<file path="src/rtl/booth_seq_mult.sv">
// Sequential radix-2 Booth multiplier, 8x8 signed -> 16-bit signed product.
// Optional macro BOOTH_SKIP_EN bypasses the ADD state for 00/11 bit pairs.
module booth_seq_mult (
    input  logic        clk,
    input  logic        rst,
    input  logic        start,
    input  logic [7:0]  multiplicand,
    input  logic [7:0]  multiplier,
    output logic        ready,
    output logic        done,
    output logic [15:0] product
);

    typedef enum logic [1:0] {
        IDLE  = 2'd0,
        ADD   = 2'd1,
        SHIFT = 2'd2
    } state_t;

    state_t      state_q, state_d;
    logic [8:0]  a_q, a_d;
    logic [7:0]  q_q, q_d;
    logic        qm1_q, qm1_d;
    logic [8:0]  mx_q, mx_d;
    logic [2:0]  cnt_q, cnt_d;
    logic [15:0] product_q, product_d;
    logic        done_q, done_d;

    logic [8:0]  a_add;
    logic [8:0]  a_sub;
    logic [8:0]  a_sh;
    logic [7:0]  q_sh;
    logic        qm1_sh;

    // 9-bit arithmetic keeps a -128 multiplicand exact; wraps modulo 2^9.
    assign a_add  = a_q + mx_q;
    assign a_sub  = a_q - mx_q;
    assign a_sh   = {a_q[8], a_q[8:1]};
    assign q_sh   = {a_q[0], q_q[7:1]};
    assign qm1_sh = q_q[0];

    always_comb begin
        state_d   = state_q;
        a_d       = a_q;
        q_d       = q_q;
        qm1_d     = qm1_q;
        mx_d      = mx_q;
        cnt_d     = cnt_q;
        product_d = product_q;
        done_d    = 1'b0;

        case (state_q)
            IDLE: begin
                if (start) begin
                    a_d   = 9'd0;
                    q_d   = multiplier;
                    qm1_d = 1'b0;
                    mx_d  = {multiplicand[7], multiplicand};
                    cnt_d = 3'd0;
`ifdef BOOTH_SKIP_EN
                    state_d = multiplier[0] ? ADD : SHIFT;
`else
                    state_d = ADD;
`endif
                end
            end
            ADD: begin
                case ({q_q[0], qm1_q})
                    2'b10:   a_d = a_sub;
                    2'b01:   a_d = a_add;
                    default: a_d = a_q;
                endcase
                state_d = SHIFT;
            end
            SHIFT: begin
                a_d   = a_sh;
                q_d   = q_sh;
                qm1_d = qm1_sh;
                cnt_d = cnt_q + 3'd1;
                if (cnt_q == 3'd7) begin
                    product_d = {a_sh[7:0], q_sh};
                    done_d    = 1'b1;
                    state_d   = IDLE;
                end else begin
`ifdef BOOTH_SKIP_EN
                    state_d = (q_sh[0] ^ qm1_sh) ? ADD : SHIFT;
`else
                    state_d = ADD;
`endif
                end
            end
            default: state_d = IDLE;
        endcase
    end

    // Reset discards any in-flight operation and clears the held product.
    always_ff @(posedge clk) begin
        if (rst) begin
            state_q   <= IDLE;
            a_q       <= 9'd0;
            q_q       <= 8'd0;
            qm1_q     <= 1'b0;
            mx_q      <= 9'd0;
            cnt_q     <= 3'd0;
            product_q <= 16'h0000;
            done_q    <= 1'b0;
        end else begin
            state_q   <= state_d;
            a_q       <= a_d;
            q_q       <= q_d;
            qm1_q     <= qm1_d;
            mx_q      <= mx_d;
            cnt_q     <= cnt_d;
            product_q <= product_d;
            done_q    <= done_d;
        end
    end

    assign ready   = (state_q == IDLE);
    assign done    = done_q;
    assign product = product_q;

endmodule

</file>
<file path="config.mk">
export PLATFORM = sky130hd
export DESIGN_NAME = booth_seq_mult
export DESIGN_NICKNAME = d
export VERILOG_FILES = /design/src/rtl/booth_seq_mult.sv
export SDC_FILE = /design/constraint.sdc
export NUM_CORES = 1
export LEC_CHECK = 0
export ABC_AREA = 1
export ABC_CLOCK_PERIOD_IN_PS = 4300
export BUFFER_PORTS_ARGS = -buffer_cell sky130_fd_sc_hd__buf_2
export CELL_PAD_IN_SITES_DETAIL_PLACEMENT = 1
export CELL_PAD_IN_SITES_GLOBAL_PLACEMENT = 1
export CORE_AREA = 2 2 106 67
export DETAILED_ROUTE_END_ITERATION = 16
export DIE_AREA = 0 0 108 69
export GPL_TIMING_DRIVEN = 0
export HOLD_SLACK_MARGIN = 0.03
export PLACE_DENSITY_LB_ADDON = 0.1
export SETUP_SLACK_MARGIN = 0.1
export SLEW_MARGIN = 20
export SYNTH_ARGS = -nofsm -noshare
export SYNTH_HDL_FRONTEND = slang
export SYNTH_SLANG_ARGS = --single-unit
</file>
<file path="constraint.sdc">
create_clock -name clk -period 4.3 [get_ports clk]
set_input_delay 0.215 -clock clk [delete_from_list [all_inputs] [get_ports clk]]
set_output_delay 0.215 -clock clk [all_outputs]
set_load 0.02 [all_outputs]
</file>
==> metrics.md <==
| Metric | Value |
|---|---|
| Vias post-DR | 2407 |
| Layout Nets | 431 |
| Startpoint Class | flip-flop |
| Row cnt | 23 |
| Share of cells above drive strength 1 | 0.152 |
| Clk_lat worst skew | 300 ps |
| # H-tree levels | 2 |
| Final wirelength | 7050 um |
| Area growth, synth to finish | 16.4% |
| Port bufs | 36 |
| Simple-Gate Fraction of Synth Area | 0.227 |
| Fin area | 2950 um2 |
| CTS tree | built |
| WS Path Type | reg2reg |
| Max-Cap Viols | 0 |
| Initial antenna violation count | 0 |
| Fin crit share | 0.604 |
| Main combinational cell family by area after synthesis | simple AND/OR/NAND/NOR gates |
| Synth Cell Area | 2530 um2 |
| Area contributors post-synth | dfxtp_1, nand2_1, ha_1 |
| WP data required | 4470 ps |
| Gr busiest metal | met1 |
| RSZ-0062 raised after global routing | false |
| Synth Area in XOR/XNOR | 0.0207 |
| Netlist cell types | 32 |
| Die X | 108 um |
| Commonest non-fill, non-tap cell in the layout | nand2_1 |
| Vias in the first global route | 2420 |
| Grt met1 use | 0.307 |
| Diode count | 0 |
| Syn nets | 388 |
| Post-CTS Resized | 0 |
| DP Area | 2820 um2 |
| Fill count | 855 |
| Slew headroom | 0.589 |
| Compound-gate portion of the synthesized area | 0.189 |
| Final ANT Viol Nets | 0 |
| Synth Area in Adders | 0.0918 |
| CP Capture Type | flip-flop |
| Hold WC Path Type | in2reg |
| Multi-input logic area | 1340 um2 |
| Total negative slack | 0 ps |
| 1st-iter DRT viols | 106 |
| Post-synthesis sequential area ratio | 0.379 |
| Wire per inst | 14.6 um |
| Final Hold Vio Count | 0 |
| Biggest area consumer among synthesized cells | dfxtp_1 |
| EDFF count, synth | 0 |
| Met2 Use GR | 0.284 |
| Top FF cell, synth | dfxtp_1 |
| Final setup fails | 0 |
| Post-DP HPWL | 5650 um |
| Most frequent cells in the layout | nand2_1, dfxtp_1, inv_1 |
| Yosys top cell area share | 0.379 |
| Post-CTS setup buffers | 0 |
| Fmax achieved | 385 MHz |
| Maximum vdd drop | 178 uV |
| Clk pin slew, worst setup/hold paths | 90 ps |
| Clock Tree Root | clkbuf_8 |
| Die ar. | 7450 um2 |
| IO Pins | 37 |
| Status | complete, no violations |
| Post-route DRC | 0 |
| Mapped Cells | 351 |
| Core Box Area | 6470 um2 |
| Yosys warning total | 0 |
| Slew Viols, Final | 0 |
| Post-CTS Hold Buffers | 0 |
| Drt via density | 4.99 |
| Reg area | 961 um2 |
| Pleak | 1.35 nW |
| Clock Sinks | 48 |
| #FFs+latches synth | 48 |
| Gpl congestion | 0.834 |
| Clk_skew | 7.66 ps |
| First-pass GRT wire length | 11700 um |
| Critical path data arrival time | 2770 ps |
| Tmin final | 2600 ps |
| Die Y | 69 um |
| Initial Util | 0.391 |
| Inserted Clock Buffers | 5 |
| Pre-Repair DR Iteration Count | 4 |
| Pin count of the biggest net entering global routing | 15 |
| Portion of netlist area occupied by mux cells | 0 |
| Critical-path maximum fanout | 3 |
| GRT Resource Usage Total | 0.199 |
| Power Dens Cells | 477 nW/um2 |
| Asr flop ratio synth | 0 |
| Syn avg cell area | 7.22 um2 |
| Grt total ovfl | 0 |
| Grt met3 use | 0.0464 |
| CTS Buffer Depth | 2 |
| Worst-Margin Slew | 616 ps |
-- worst max-delay path, stage by stage, from the launching register on --
cell	delay, ps
dfxtp_1	410
inv_1	80
ha_1	280
inv_1	30
o21ai_0	320
inv_1	110
fa_1	440
inv_1	90
nand3_1	70
nand3_1	150
a21oi_1	100
o21ai_0	120
o21ai_0	140
nand2_1	90
a21oi_2	50
-- routing by layer --
layer	vias to the layer above	part of all wire
met1	1118	0.56
met4	0	0.0034
li1	1239	-
met2	46	0.39
met5	-	0
met3	4	0.039
-- sequential cells by signal, indices dropped and copies added, names as in the netlist --
register / count
product: 16
a_q: 9
mx_q: 8
q_q: 8
cnt_q: 3
state_q: 2
done: 1
qm1_q: 1
-- area by class of cell --
cell class	count	share of cell area
clock buffers	7	0.0327
clock inverters	1	0.0102
repair buffers	36	0.0611
flip-flops and latches	48	0.326
multi-input cells	244	0.454
well taps	87	0.0369
inverters	48	0.0611
plain buffers	11	0.0187
-- worst paths after layout --
kind	startpoint	end	slack [ps]	depth (start not counted)
max	mx_q[0]	a_q[4]	1700	14
min	multiplicand[7]	mx_q[7]	160	3
max reg2reg	mx_q[0]	a_q[4]	1700	14
min reg2reg	q_q[3]	q_q[3]	480	2
-- synthesized netlist by cell type (2+ instances only) --
master and n:
o21ai_1 14, nand3_1 30, nor3_1 2, buf_2 2
a21oi_1 33, clkbuf_1 7, nor2_4 2, inv_2 4
inv_1 44, dfxtp_1 48, nand4_1 3, nor2_1 15
o21ai_0 34, xor2_1 5, nand2_1 73, ha_1 17
o22ai_1 3
-- power breakdown --
group | internal (W) | total, W | switching, W
Clock | 0.000205 | 0.000359 | 0.000153
Combinational | 0.000176 | 0.000529 | 0.000352
Sequential | 0.000488 | 0.000519 | 0.0000306
-- metrics by stage --
stage / total power [W] / hold WS (ps) / worst slack [ps] / utilization / std cells
after CTS: 0.00142 / 157 / 1720 / 0.456 / 482
after detailed placement: 0.00106 / 467 / 1790 / 0.436 / 474
final: 0.00141 / 164 / 1700 / 0.456 / 482
after global placement: 0.00104 / 454 / 1870 / 0.436 / 474
after global routing: 0.00152 / 166 / 1460 / 0.456 / 482
after floorplan: 0.000908 / 284 / 2270 / - / 351
-- cells by family after synthesis --
logic type               Yosys count
flip-flops                        48
buffers and inverters             59
adder cells (fa/ha/maj)           18
AO/OA/AOI/OAI                     90
AND/OR/NAND/NOR                  130
XOR/XNOR                           6
Note: power is estimated with default switching activity, not from simulation.
